==> src/rtl/seq_det_pkg.sv <==
// ---------------------------------------------------------------------------
// seq_det_pkg
// Shared constants for the serial pattern detectors and their status blocks.
//   MIN_SEQ_LEN / MAX_SEQ_LEN : legal range of the pattern length
//   MODE_NOVL / MODE_OVL      : encodings of the overlap mode bit
//   seq_len_ok()              : elaboration-time range check helper
// ---------------------------------------------------------------------------
package seq_det_pkg;

   localparam int MIN_SEQ_LEN = 2;
   localparam int MAX_SEQ_LEN = 16;

   localparam logic MODE_NOVL = 1'b0;
   localparam logic MODE_OVL  = 1'b1;

   function automatic bit seq_len_ok(input int len);
      return (len >= MIN_SEQ_LEN) && (len <= MAX_SEQ_LEN);
   endfunction

endpackage : seq_det_pkg

==> src/rtl/sat_counter.sv <==
// ---------------------------------------------------------------------------
// sat_counter
// Saturating up-counter with synchronous clear; clear wins over increment.
// Ports:
//   clk   in  rising-edge clock
//   rst_n in  asynchronous active-low reset
//   inc   in  count up by one this edge (ignored once all-ones)
//   clr   in  synchronous clear to zero, priority over inc
//   cnt   out current count, W bits
// ---------------------------------------------------------------------------
module sat_counter #(
   parameter int W = 8
) (
   input  logic         clk,
   input  logic         rst_n,
   input  logic         inc,
   input  logic         clr,
   output logic [W-1:0] cnt
);

   logic [W-1:0] cnt_q;
   logic [W-1:0] cnt_d;

   always_comb begin
      cnt_d = cnt_q;
      if (clr) begin
         cnt_d = '0;
      end else if (inc && (cnt_q != {W{1'b1}})) begin
         cnt_d = cnt_q + 1'b1;
      end
   end

   always_ff @(posedge clk or negedge rst_n) begin
      if (!rst_n) begin
         cnt_q <= '0;
      end else begin
         cnt_q <= cnt_d;
      end
   end

   assign cnt = cnt_q;

endmodule : sat_counter

==> src/rtl/seq_detector_param.sv <==
// ---------------------------------------------------------------------------
// seq_detector_param
// Serial pattern detector with parametrised length, runtime pattern and
// overlap mode, valid-qualified input and a saturating match counter.
// Ports:
//   clk         in  rising-edge clock
//   reset       in  asynchronous active-low reset
//   din         in  serial data bit
//   din_valid   in  din is sampled only when 1
//   cfg_we      in  load cfg_pattern/cfg_overlap, flush the window
//   cfg_pattern in  new pattern, MSB is the first bit received
//   cfg_overlap in  new mode (1 = overlapping)
//   cnt_clr     in  synchronous clear of match_cnt
//   dout        out registered one-cycle match pulse
//   match_cnt   out saturating match count
//   busy        out window holds at least one valid bit
// ---------------------------------------------------------------------------
module seq_detector_param
   import seq_det_pkg::*;
#(
   parameter int                 SEQ_LEN     = 3,
   parameter logic [SEQ_LEN-1:0] DEF_PATTERN = {SEQ_LEN{1'b1}},
   parameter logic               DEF_OVERLAP = MODE_OVL,
   parameter int                 CNT_W       = 8
) (
   input  logic               clk,
   input  logic               reset,
   input  logic               din,
   input  logic               din_valid,
   input  logic               cfg_we,
   input  logic [SEQ_LEN-1:0] cfg_pattern,
   input  logic               cfg_overlap,
   input  logic               cnt_clr,
   output logic               dout,
   output logic [CNT_W-1:0]   match_cnt,
   output logic               busy
);

   if (!seq_len_ok(SEQ_LEN)) begin : g_bad_seq_len
      $error("seq_detector_param: SEQ_LEN out of range");
   end

   localparam int                FILL_W   = $clog2(SEQ_LEN + 1);
   localparam logic [FILL_W-1:0] FILL_MAX = FILL_W'(SEQ_LEN);

   logic [SEQ_LEN-1:0] pattern_q, pattern_d;
   logic               overlap_q, overlap_d;
   logic [SEQ_LEN-1:0] hist_q,    hist_d;
   logic [FILL_W-1:0]  fill_q,    fill_d;
   logic               dout_q,    dout_d;
   logic               busy_q,    busy_d;

   logic [SEQ_LEN-1:0] win;
   logic [FILL_W-1:0]  fill_inc;
   logic               hit;

   // NOTE: every signal assigned in this block gets a default first, so no
   // path through the if/else leaves it unassigned and no latch is inferred.
   always_comb begin
      pattern_d = pattern_q;
      overlap_d = overlap_q;
      hist_d    = hist_q;
      fill_d    = fill_q;
      dout_d    = 1'b0;
      hit       = 1'b0;

      win      = {hist_q[SEQ_LEN-2:0], din};
      fill_inc = (fill_q == FILL_MAX) ? FILL_MAX : fill_q + 1'b1;

      if (cfg_we) begin
         // Reconfiguration flushes the window; din at this edge is dropped.
         pattern_d = cfg_pattern;
         overlap_d = cfg_overlap;
         hist_d    = '0;
         fill_d    = '0;
      end else if (din_valid) begin
         hist_d = win;
         // The fill check keeps stale history (e.g. zeros after reset)
         // from matching before SEQ_LEN real bits have arrived.
         hit    = (win == pattern_q) && (fill_inc == FILL_MAX);
         dout_d = hit;
         if (hit && (overlap_q == MODE_NOVL)) begin
            fill_d = '0;
         end else begin
            fill_d = fill_inc;
         end
      end

      busy_d = (fill_d != '0);
   end

   // NOTE: state registers use non-blocking assignments so every flop
   // samples its _d value from before this edge, independent of order.
   always_ff @(posedge clk or negedge reset) begin
      if (!reset) begin
         pattern_q <= DEF_PATTERN;
         overlap_q <= DEF_OVERLAP;
         hist_q    <= '0;
         fill_q    <= '0;
         dout_q    <= 1'b0;
         busy_q    <= 1'b0;
      end else begin
         pattern_q <= pattern_d;
         overlap_q <= overlap_d;
         hist_q    <= hist_d;
         fill_q    <= fill_d;
         dout_q    <= dout_d;
         busy_q    <= busy_d;
      end
   end

   sat_counter #(
      .W (CNT_W)
   ) u_match_cnt (
      .clk   (clk),
      .rst_n (reset),
      .inc   (hit),
      .clr   (cnt_clr),
      .cnt   (match_cnt)
   );

   assign dout = dout_q;
   assign busy = busy_q;

endmodule : seq_detector_param

==> config.mk <==
export PLATFORM = sky130hd
export DESIGN_NAME = seq_detector_param
export DESIGN_NICKNAME = d
export VERILOG_FILES = /design/src/rtl/seq_det_pkg.sv /design/src/rtl/sat_counter.sv /design/src/rtl/seq_detector_param.sv
export SDC_FILE = /design/constraint.sdc
export NUM_CORES = 1
export LEC_CHECK = 0
export CAP_MARGIN = 20
export CORE_MARGIN = 10
export CORE_UTILIZATION = 62
export DETAILED_ROUTE_END_ITERATION = 10
export DONT_BUFFER_PORTS = 1
export PLACE_DENSITY = 0.78
export RECOVER_POWER = 25
export SLEW_MARGIN = 5
export SYNTH_ARGS = -nofsm -noshare
export SYNTH_HDL_FRONTEND = slang
export SYNTH_SLANG_ARGS = --single-unit
==> constraint.sdc <==
create_clock -name clk -period 5.3 [get_ports clk]
set_clock_uncertainty 0.2 [all_clocks]
set_input_delay 1.06 -clock clk [delete_from_list [all_inputs] [get_ports clk]]
set_output_delay 1.06 -clock clk [all_outputs]
set_load 0.03 [all_outputs]
==> metrics.cfg, run 1 <==
[critical_path]
worstSetupEndpointType = register
setup.worst_path.class = primary input to register
worst-endpoint-arrival_ns = 2.49
timing.critical_path.required_ns = 5.34
crit_path_start_kind = primary input
crit_fanout = 12
r2r_setup_slack_ns = 3.12
reg2regPathDepth = 5

[global_route]
grt_start_max_net_pins = 19
globalRoute.totalOverflow = 0
grt_use_total_pct = 11.1
wire_length_of_the_first_global_routing_pass_um = 3060
grt_pass1_vias = 648
grt_antenna_before_repair = 0

[drt]
avg_wl_per_cell_um = 17.9
drc_errors = 0
wl_um = 1800
vias_per_cell = 6.72
drt_first_iter_violations = 18
drt_pass_1_iters = 4
detail-route-antenna-nets = 0
via_count = 679

[pwr]
leakagePower_nw = 0.386
power_mw = 0.252
p_per_area_nw_per_um2 = 268
irDropWorstVdd_v = 0.000135

[clocking]
ctsHtreeMaxLevel = 1
cts.sinks = 18
clock_path_buffers = 2
clk_pin_slew_worst_paths_ns = 0.11
cts_tree = built
cts-root-buf = clkbuf_4
cts_buffer_count = 3
cts.repair.resized = 0
postCtsSetupBuffers = 0
clock_latency_ns = 0.30
postCtsHoldBufs = 0

[sta]
part_of_the_cycle_the_worst_path_needs_pct = 46.2
hold_ws_ns = 0.231
finalCriticalPeriod_ns = 2.45
max_slew_margin_pct = 66.2
timing.final.max_slew_violations = 0
hold_viol = 0
timing.final.setup_violations = 0
setup_tns_ns = 0
worstMarginPinSlew_ns = 0.502
timing.fmax_mhz = 408
grt_setup_unrepaired = no

[synth]
netlist-cell-type-count = 33
total_of_warnings_raised_by_yosys = 0
synth_area_leaders = dfrtp_1 39%, dfstp_2 12%, mux2_2 7.4%
netlist_instances = 86
synth_area_leader_cell = dfrtp_1
synth_top_flop_cell = dfrtp_1
share_of_synthesized_registers_carrying_an_async_set_or_reset_pct = 100
synth_edf_count = 0
synthesis.nets = 97
ys_seq_elements = 18
synthesis.area_um2 = 908
synth-seq-area-share_pct = 50.1
avgSynthCellArea_um2 = 10.6
synth_top_cell_area_share_pct = 38.6

[finish]
layout_common_cells = 14 x dfrtp_1, 7 x a21oi_1, 7 x nor2_1
stdcell_count = 101
mostFrequentLayoutCell = dfrtp_1
design.final.nets = 98
n_antenna_cell = 0
syn2layout_area_growth_pct = 3.44
layout_cells_sized_above_1_pct = 22.1

[floorplan]
placement_rows = 13
floorplan.core_area_um2 = 1330
dieArea_um2 = 3400
floorplan.die.width_um = 58.3
boundaryPins = 20
floorplan.die.height_um = 58.3
initial_core_util_pct = 68.1

[place]
placed_cells_incl_taps = 97
gpl.final_weighted_congestion = 0.781
placement.io_buffers = 0

[flow_run]
max_cap_viol_count = 0

[outcome]
status = completed

[min_path]
holdCritPathClass = primary input to asynchronous set/reset pin

kinds of logic (layout without fill, tap and decap cells):
family	Yosys count	in the layout	synth area share (%)
AO/OA/AOI/OAI	18	18	12.9
XOR/XNOR	3	3	2.89
adder cells (fa/ha/maj)	1	1	1.38
buffers and inverters	6	6	3.44
flip-flops	18	18	50.1
multiplexers	8	8	9.64
AND/OR/NAND/NOR	32	32	19.6
cells in the mapped netlist (3+ instances only):
cell type	number
nor2_1	7
a21oi_1	7
o31ai_1	3
xor2_1	3
dfstp_2	4
dfrtp_1	14
nand3_1	5
or4_1	3
mux2_2	6
nand2_1	4
flip-flops by register name, indices dropped and copies added, names as in the netlist:
| name | flops |
|---|---|
| u_match_cnt.cnt | 8 |
| hist_q | 2 |
| fill_q | 2 |
| overlap_q | 1 |
| pattern_q | 3 |
| dout | 1 |
| busy | 1 |
path summary, 6_finish.rpt:
path | startpoint | end
min in group clk | hist_q[1] | hist_q[1]
max in group asynchronous | reset | pattern_q[0]
worst min register to register | hist_q[1] | hist_q[1]
worst max-delay path | din | u_match_cnt.cnt[4]
worst min-delay path | reset | u_match_cnt.cnt[5]
worst max register to register | u_match_cnt.cnt[0] | u_match_cnt.cnt[3]
through the flow:
stage / utilization, % / setup slack (ns) / area (µm²)
CTS: 70.5 / 2.85 / 940
global placement: 67.7 / 2.56 / 903
floorplan: - / 2.52 / 908
detailed placement: 67.7 / 2.53 / 903
global route: 70.5 / 2.80 / 940
finish: 70.5 / 2.85 / 940
layout make-up:
cell class	count	area, µm²
Sequential cell	18	455
Multi-Input combinational cell	62	422
Fill cell	110	394
Clock buffer	4	36.3
Tap cell	15	18.8
Inverter	2	7.51
per-layer routing:
| layer | share of wire, % | global-route usage, % | wire length [µm] |
|---|---|---|---|
| met5 | 0 | 0 | 0 |
| met4 | 2.0 | 6.38 | 36 |
| met3 | 9.4 | 3.92 | 169 |
| met2 | 47 | 16.7 | 856 |
| met1 | 41 | 13.1 | 741 |
worst max-delay path, cell delays in order:
cell and delay, ns:
xor2_1 0.16, or4_4 0.59, or4_1 0.52, a21oi_1 0.16
power by group:
group | switching (mW) | total (mW) | internal, mW
sequential | 0.00580 | 0.151 | 0.145
combinational | 0.00665 | 0.0144 | 0.00778
clock | 0.0446 | 0.0865 | 0.0419
Note: power is estimated with default switching activity, not from simulation.
==> inputs of run 2 (changes only) <==
--- a/config.mk
+++ b/config.mk
@@ -7,10 +7,10 @@
 export LEC_CHECK = 0
 export CAP_MARGIN = 20
 export CORE_MARGIN = 10
-export CORE_UTILIZATION = 62
+export CORE_UTILIZATION = 54
 export DETAILED_ROUTE_END_ITERATION = 10
 export DONT_BUFFER_PORTS = 1
-export PLACE_DENSITY = 0.78
+export PLACE_DENSITY = 0.72
 export RECOVER_POWER = 25
 export SLEW_MARGIN = 5
 export SYNTH_ARGS = -nofsm -noshare
==> constraint.sdc (replaced) <==
create_clock -name clk -period 2.25 [get_ports clk]
set_clock_uncertainty 0.2 [all_clocks]
set_input_delay 0.45 -clock clk [delete_from_list [all_inputs] [get_ports clk]]
set_output_delay 0.45 -clock clk [all_outputs]
set_load 0.03 [all_outputs]
==> run 2 against run 1 <==
Die area is 9.6% higher. Final area is 14% higher. Non-clock buffer count is 12 higher. Critical path depth stayed put. Worst setup slack worse by 2.8 ns. Register-to-register slack worse by 3.0 ns. Core utilization is 0.73 points lower. Combinational power grew to 3.7 times the previous value. Clock-buffer cell count stayed put. Flip-flop and latch count stayed put.
==> metrics.cfg, run 2 (synthesis results as in run 1) <==
[finish]
layout_cells_sized_above_1_pct = 29.3  ; +7.2 points
number_of_flip_flops_in_the_largest_register = 8  ; unchanged
design.final.nets = 111  ; +13%
syn2layout_area_growth_pct = 18.3
stdcell_count = 115  ; +14%
post-route-util_pct = 69.7  ; -0.73 points
filler_cell_count = 125  ; +14%
n_antenna_cell = 0  ; unchanged
layout_common_cells = 14 x dfrtp_1, 7 x nor2_1, 7 x buf_4
mostFrequentLayoutCell = dfrtp_1

[sta]
worstMarginPinSlew_ns = 0.777  ; +0.275 ns
finalCriticalPeriod_ns = 2.17
max_slew_margin_pct = 48.0  ; -18 points
part_of_the_cycle_the_worst_path_needs_pct = 96.2
grt_setup_unrepaired = no
timing.final.setup_violations = 0  ; unchanged
timing.fmax_mhz = 462
timing.final.max_slew_violations = 0  ; unchanged
setup_tns_ns = 0  ; unchanged
hold_viol = 0  ; unchanged
post_route_worst_setup_slack_ns = 0.0846  ; -2.76 ns

[floorplan]
dieArea_um2 = 3720  ; +9.6%
floorplan.core_area_um2 = 1540  ; +16%
placement_rows = 14  ; +1
boundaryPins = 20  ; unchanged
initial_core_util_pct = 58.9  ; -9.2 points
floorplan.die.height_um = 61.0  ; +4.7%
floorplan.die.width_um = 61.0  ; +4.7%

[critical_path]
slowest_cell_delay_on_critical_path_ns = 0.59  ; about the same
worst-endpoint-arrival_ns = 2.21  ; -0.28 ns
critPathTopFamily = simple AND/OR/NAND/NOR gates
crit_chain = xor2_2, or4_4, or4_4, a21oi_2
setup.worst_path.class = register to register
crit_buf_inv = 0  ; unchanged
critical_path.most_common_cell = or4_4
crit_fanout = 6  ; -6
crit_path_start_kind = register
timing.critical_path.required_ns = 2.29  ; -3.05 ns
r2r_setup_slack_ns = 0.08  ; -3.04 ns
worstSetupEndpointType = register
cell_with_the_largest_stage_delay_on_the_worst_path = or4_4
reg2regPathDepth = 4  ; -1
cp.depth = 4  ; unchanged

[global_route]
grt_use_total_pct = 11.2  ; +0.11 points
globalRoute.totalOverflow = 0  ; unchanged
grt_start_max_net_pins = 19  ; unchanged
wire_length_of_the_first_global_routing_pass_um = 3110  ; +1.8%
grt_pass1_vias = 660  ; +1.9%
grt_antenna_before_repair = 0  ; unchanged

[drt]
wl_met1_um = 890  ; +20%
wl_um = 2090  ; +16%
drt_pass_1_iters = 4  ; unchanged
avg_wl_per_cell_um = 18.2  ; +1.8%
drc_errors = 0  ; unchanged
via_count = 713  ; +5.0%
top_layer_used = met4
wl_met3_um = 205  ; +21%
vias_per_cell = 6.20  ; -7.8%
detail-route-antenna-nets = 0  ; unchanged
drt_first_iter_violations = 30  ; +12
route.met2.wl_um = 973  ; +14%

[clocking]
postCtsSetupBuffers = 0  ; unchanged
clk_pin_slew_worst_paths_ns = 0.11  ; about the same
cts-root-buf = clkbuf_4
cts.sinks = 18  ; unchanged
clock_latency_ns = 0.30  ; about the same
ctsHtreeMaxLevel = 1  ; unchanged
clock_path_buffers = 2  ; unchanged
cts_tree = built
cts_buffer_count = 3  ; unchanged

[place]
dp.final_hpwl_um = 1350
placement.io_buffers = 0  ; unchanged
placed_cells_incl_taps = 105  ; +8.2%
pre_cts_ws_ns = 0.0306  ; -2.50 ns
gpl.final_weighted_congestion = 0.781  ; about the same

[min_path]
timing.hold.worst_path_depth = 1
holdCritPathClass = primary input to register

[pwr]
irDropWorstVdd_v = 0.000373  ; +180%
leakagePower_nw = 0.449  ; +16%
p_per_area_nw_per_um2 = 569  ; +110%

[outcome]
status = completed

[flow_run]
max_cap_viol_count = 0  ; unchanged

run 2: area by class of cell:
type | count | area [µm²] | area share, %
Inverter | 2 | 7.51 | 0.698
Multi-Input combinational cell | 63 | 453 | 42.1
Clock buffer | 4 | 36.3 | 3.38
Sequential cell | 18 | 455 | 42.4
Timing Repair Buffer | 12 | 103 | 9.55
Tap cell | 16 | 20.0 | 1.86
run 2: timing repair:
item | CTS | global route
pin swaps | 1 | 2
resized for setup | 0 | 5
setup endpoints to repair | 1 | 2
hold buffers | 4 | 1
gates cloned | 0 | 1
endpoints found under the hold margin | 25 | 1
run 2: power breakdown:
part | leakage (nW) | internal (mW) | total, mW | switching (mW)
Combinational | 0.195 | 0.0254 | 0.0539 | 0.0285
Clock | 0.0210 | 0.0988 | 0.204 | 0.105
Sequential | 0.232 | 0.340 | 0.354 | 0.0137
Total | 0.449 | 0.464 | 0.612 | 0.148
run 2: final timing paths:
kind | end | startpoint
max | u_match_cnt.cnt[4] | pattern_q[0]
min | dout | cfg_we
max reg2reg | u_match_cnt.cnt[4] | pattern_q[0]
min reg2reg | hist_q[1] | hist_q[1]
max in group asynchronous | hist_q[0] | reset
min in group asynchronous | u_match_cnt.cnt[4] | reset
run 2: per-layer routing:
layer	vias up	GRT usage, %
li1	341	-
met1	341	13.7
met2	27	16.9
met3	4	3.91
met4	0	5.64
met5	-	0
run 2: worst register-to-register path, cell delays in order, from the launching register on:
cell and delay [ns]:
dfstp_2 0.56, xor2_2 0.08, or4_4 0.59, or4_4 0.53
a21oi_2 0.14
run 2: per-stage QoR:
step	power, mW	instance area, µm²	hold slack, ns
6_report	0.612	1070	0.0292
5_1_grt	0.642	1070	0.00931
4_1_cts	0.613	1030	0.00573
3_5_place_dp	0.395	957	-0.0450
3_3_place_gp	0.393	957	-0.0450
2_1_floorplan	0.395	908	-0.0456
==> inputs of run 3 (changes only) <==
--- a/config.mk
+++ b/config.mk
@@ -5,6 +5,7 @@
 export SDC_FILE = /design/constraint.sdc
 export NUM_CORES = 1
 export LEC_CHECK = 0
+export ABC_AREA = 0
 export CAP_MARGIN = 20
 export CORE_MARGIN = 10
 export CORE_UTILIZATION = 54
==> results of run 3 <==
The final DEF is identical to that of run 2; final timing and power are the same.
==> RTL edit 1, RTL diff (flow settings as in run 2) <==
Make the reset (`reset` and `rst_n`) synchronous in 2 clocked blocks. Comments in the files are not updated.
--- a/src/rtl/sat_counter.sv
+++ b/src/rtl/sat_counter.sv
@@ -32,3 +32,3 @@
 
-   always_ff @(posedge clk or negedge rst_n) begin
+   always_ff @(posedge clk) begin
       if (!rst_n) begin
--- a/src/rtl/seq_detector_param.sv
+++ b/src/rtl/seq_detector_param.sv
@@ -93,3 +93,3 @@
    // samples its _d value from before this edge, independent of order.
-   always_ff @(posedge clk or negedge reset) begin
+   always_ff @(posedge clk) begin
       if (!reset) begin
Formal check against the unedited RTL: differs if reset is asserted again (counterexample within 4 cycles, from zero or initial values and one cycle with reset low); with reset held inactive, the same outputs for 10 cycles.
==> RTL edit 1 against run 2 <==
  * Worst setup slack better by 0.062 ns
  * Final area down 13%
  * Routed wire length down 17%
  * Area after synthesis down 8.1%
  * Sequential cell count unchanged
  * Critical path depth unchanged
  * Die area down 5.5%
  * Critical endpoint is now u_match_cnt.cnt[3]$_SDFFE_PP0P_
Power is not compared: it rests on default switching activity, and its combinational part moved more than twofold at a synthesized area within 25%.
==> RTL edit 1: results (changes against run 2) <==
[worst_setup_path]
cp.arrival_ns = 2.14  ; -0.07 ns
crit_slowest_cell = or4_4
r2r_cells = 4  ; unchanged
crit_fanout = 13  ; +7
slowest_delay_ns = 0.64  ; +0.05 ns

[yosys]
syn_nets = 103  ; +6.2%
synth.area.top_cells = dfxtp_1, mux2i_1, a21oi_1
synthArstFlopShare_pct = 0  ; -100 points
ys_top_cells_by_count = dfxtp_1, nor2_1, a21oi_1, nand2_1, mux2i_1
syn_avg_cell_area_um2 = 9.07  ; -14%
ys_types = 30  ; -9.1%
seq_area_frac_synth_pct = 43.2  ; -7.0 points

[finish]
fill_cells = 116  ; -7.2%
stdcell_count = 117  ; +1.7%
fin_area_um2 = 932  ; -13%
buffers = 9  ; -3
inv_count = 2  ; unchanged
multi_input_area_share_pct = 46.7  ; +4.6 points
multi_input_gates = 68  ; +7.9%
nNetsFinal = 113  ; +1.8%
clkCellAreaFrac_pct = 3.89  ; +0.52 points
drive_gt1_share_pct = 13.9  ; -15 points
buffer_area_share_pct = 7.79  ; -1.8 points
seq_area_um2 = 360  ; -21%

[placed_design]
place_ws_ns = 0.0862  ; +0.0556 ns
place_area_um2 = 876  ; -8.5%
dpl.hpwl_um = 1310  ; -3.0%
place_congestion = 0.805  ; +3.1%

[power_and_ir_drop]
pwr-share-seq_pct = 58.8
ir_drop_v = 0.000443
swShare_pct = 22.4
power_w = 0.000565

[global_route]
met2_usage_pct = 14.4  ; -2.5 points
grt_pass1_vias = 667  ; +1.1%
grtUsageTotal_pct = 10.1  ; -1.0 points
grt_pass1_wl_um = 2820  ; -9.5%
use_met3_pct = 6.44  ; +2.5 points
use_met1_pct = 11.4  ; -2.4 points
grt_max_degree = 14  ; -5

[worst_hold_path]
hold_depth = 1  ; unchanged
hp-class = primary input to register

[drt]
wl_met2_um = 724  ; -26%
first_pass_iters = 4  ; unchanged
viasPerCell = 5.84  ; -5.8%
route.top_layer_used = met4
wl_met3_um = 211  ; +2.9%
drt_iter0_drc = 8  ; -73%
drt-total-wl_um = 1730  ; -17%
met1_length_um = 774  ; -13%

[status]
status = complete, no violations

[clock_network]
cts_resized = 0  ; unchanged
cts_setup_buffers = 0  ; unchanged
cts_max_level = 1  ; unchanged
hold_buffers = 1  ; -3
cts_buffers = 3  ; unchanged
clock_latency_ns = 0.30  ; about the same
clk_path_buf_depth = 2  ; unchanged

[die]
core_mm2 = 0.00149  ; -3.4%

[timing]
tightest_slew_ns = 0.539  ; -0.238 ns

==> RTL edit 1: final timing paths <==
kind,endpoint,slack [ns],startpoint
min reg2reg,overlap_q$_SDFFE_PN1P_,0.31,overlap_q$_SDFFE_PN1P_
max reg2reg,u_match_cnt.cnt[3]$_SDFFE_PP0P_,0.15,hist_q[1]$_SDFFE_PP0P_
max,u_match_cnt.cnt[3]$_SDFFE_PP0P_,0.15,hist_q[1]$_SDFFE_PP0P_
min,dout$_SDFF_PN0_,0.06,reset
==> RTL edit 1: logic make-up (layout without fill, tap and decap cells) <==
group | Yosys count | in the layout | share of synthesized area (%)
buffers and inverters | 6 | 15 | 4.65
AO/OA/AOI/OAI | 16 | 16 | 11.5
AND/OR/NAND/NOR | 41 | 41 | 27.4
XOR/XNOR | 3 | 3 | 3.15
flip-flops | 18 | 18 | 43.2
adder cells (fa/ha/maj) | 1 | 1 | 1.50
multiplexers | 7 | 7 | 8.55
==> RTL edit 2, RTL diff (flow settings as in run 2) <==
Made on the original files. `CNT_W`: 8 -> 10.
--- a/src/rtl/seq_detector_param.sv
+++ b/src/rtl/seq_detector_param.sv
@@ -23,3 +23,3 @@
    parameter logic               DEF_OVERLAP = MODE_OVL,
-   parameter int                 CNT_W       = 8
+   parameter int                 CNT_W       = 10
 ) (
Ports: changed (resized match_cnt); port bits go from 20 to 22. The function was not compared with the original's and may differ.
==> RTL edit 2 against run 2 <==
  * Fmax increased by 4.6%
  * First-iteration DRC count down 27%
  * Final area increased by 15%
  * Worst setup slack improved by 0.096 ns
  * Count of clock-buffer cells in the layout fell by 1
  * Synthesized cell count up 17%
  * Combinational power up 3%
  * Total power increased by 22%
  * Sequential cell count grew 2
  * Routed wire length grew 14%
  * Clock power up 46%
  * Final cell count is 23% higher
  * Area after synthesis up 16%
  * Critical endpoint is now u_match_cnt.cnt[3]$_DFFE_PN0P_
  * Largest cell class unchanged
  * Largest power group unchanged
==> RTL edit 2: results (changes against run 2) <==
[status]
status = complete, no violations

[finish]
largest_register_ffs = 10  ; +2
inv_count = 4  ; +2
buffer_area_share_pct = 10.7  ; +1.2 points
nNetsFinal = 128  ; +15%
multi_input_gates = 72  ; +14%
buffers = 16  ; +4
fin_area_mm2 = 0.00123  ; +15%
clkCellAreaFrac_pct = 4.26  ; +0.88 points
multi_input_area_share_pct = 40.3  ; -1.8 points
seq_share_pct = 40.9  ; -1.4 points
fill_cells = 152  ; +22%

[clock_network]
hold_buffers = 3  ; -1

[yosys]
syn_nets = 112  ; +15%
ys_ff_latch = 20  ; +2
syn_avg_cell_area_um2 = 10.4  ; -1.2%
synth.area.top_cells = dfrtp_1, dfstp_2, a21oi_1
ys_top_cells_by_count = dfrtp_1, a21oi_1, nor2_1
ys_types = 36  ; +9.1%

[worst_hold_path]
min-delay-start = din_valid
hold_depth = 2  ; +1

[worst_setup_path]
crit_fanout = 12  ; +6
rr_endpoint = u_match_cnt.cnt[3]$_DFFE_PN0P_
slowest_delay_ns = 0.61  ; +0.02 ns
crit_slowest_cell = dfstp_1
cp.arrival_ns = 2.11  ; -0.10 ns
reg2reg_slack_ns = 0.18  ; +0.10 ns

[global_route]
grt_pass1_wl_um = 4020  ; +29%
grt_max_degree = 21  ; +2
grtUsageTotal_pct = 11.8  ; +0.62 points
use_met1_pct = 13.7  ; -0.069 points
use_met3_pct = 5.23  ; +1.3 points
met2_usage_pct = 18.9  ; +2.0 points

[timing]
fin_hold_ws_ns = 0.0752  ; +0.0460 ns
fmax_mhz = 483  ; +4.6%
tightest_slew_ns = 0.895  ; +0.118 ns

[drt]
met1_length_um = 978  ; +9.9%
wl_per_cell_um = 17.0  ; -6.6%
wl_met3_um = 261  ; +27%
vias = 856  ; +20%
drt_iter0_drc = 22  ; -27%

[die]
core_mm2 = 0.00178  ; +16%

[placed_design]
dpl.hpwl_um = 1760  ; +30%
place_congestion = 0.826  ; +5.7%
place_ws_ns = 0.241  ; +0.210 ns
place_area_mm2 = 0.00113  ; +18%

[power_and_ir_drop]
p_leak_nw = 0.516  ; +15%
p_sw_w = 0.000160  ; +8.3%

-- RTL edit 2: changes by cell type after synthesis, sizes merged, moves of 3 or more --
cell / before / now
a21oi: 7 / 11
a311oi: 0 / 3
nand4: 0 / 4
xnor2: 0 / 3
xor2: 3 / 0
-- RTL edit 2: cells by family (layout without fill, tap and decap cells) --
logic type | Yosys count | in the layout | share of synthesized area [%]
AOI/OAI and AO/OA | 24 | 24 | 14.4
xor gates and xnor gates | 3 | 3 | 4.63
adders and majority gates | 1 | 1 | 1.19
muxes | 6 | 6 | 6.18
and+or+nand+nor | 38 | 38 | 20.9
DFF | 20 | 20 | 48.0
buffers and inverters | 9 | 24 | 4.75
-- RTL edit 2: power groups by stage --
stage                     Clock (W)  Sequential (W)  Combinational, W
after global placement            0        0.000400         0.0000374
after detailed placement          0        0.000401         0.0000395
after global routing       0.000310        0.000394         0.0000611
after CTS                  0.000297        0.000394         0.0000530
final                      0.000298        0.000392         0.0000554
after floorplan                   0        0.000398         0.0000428
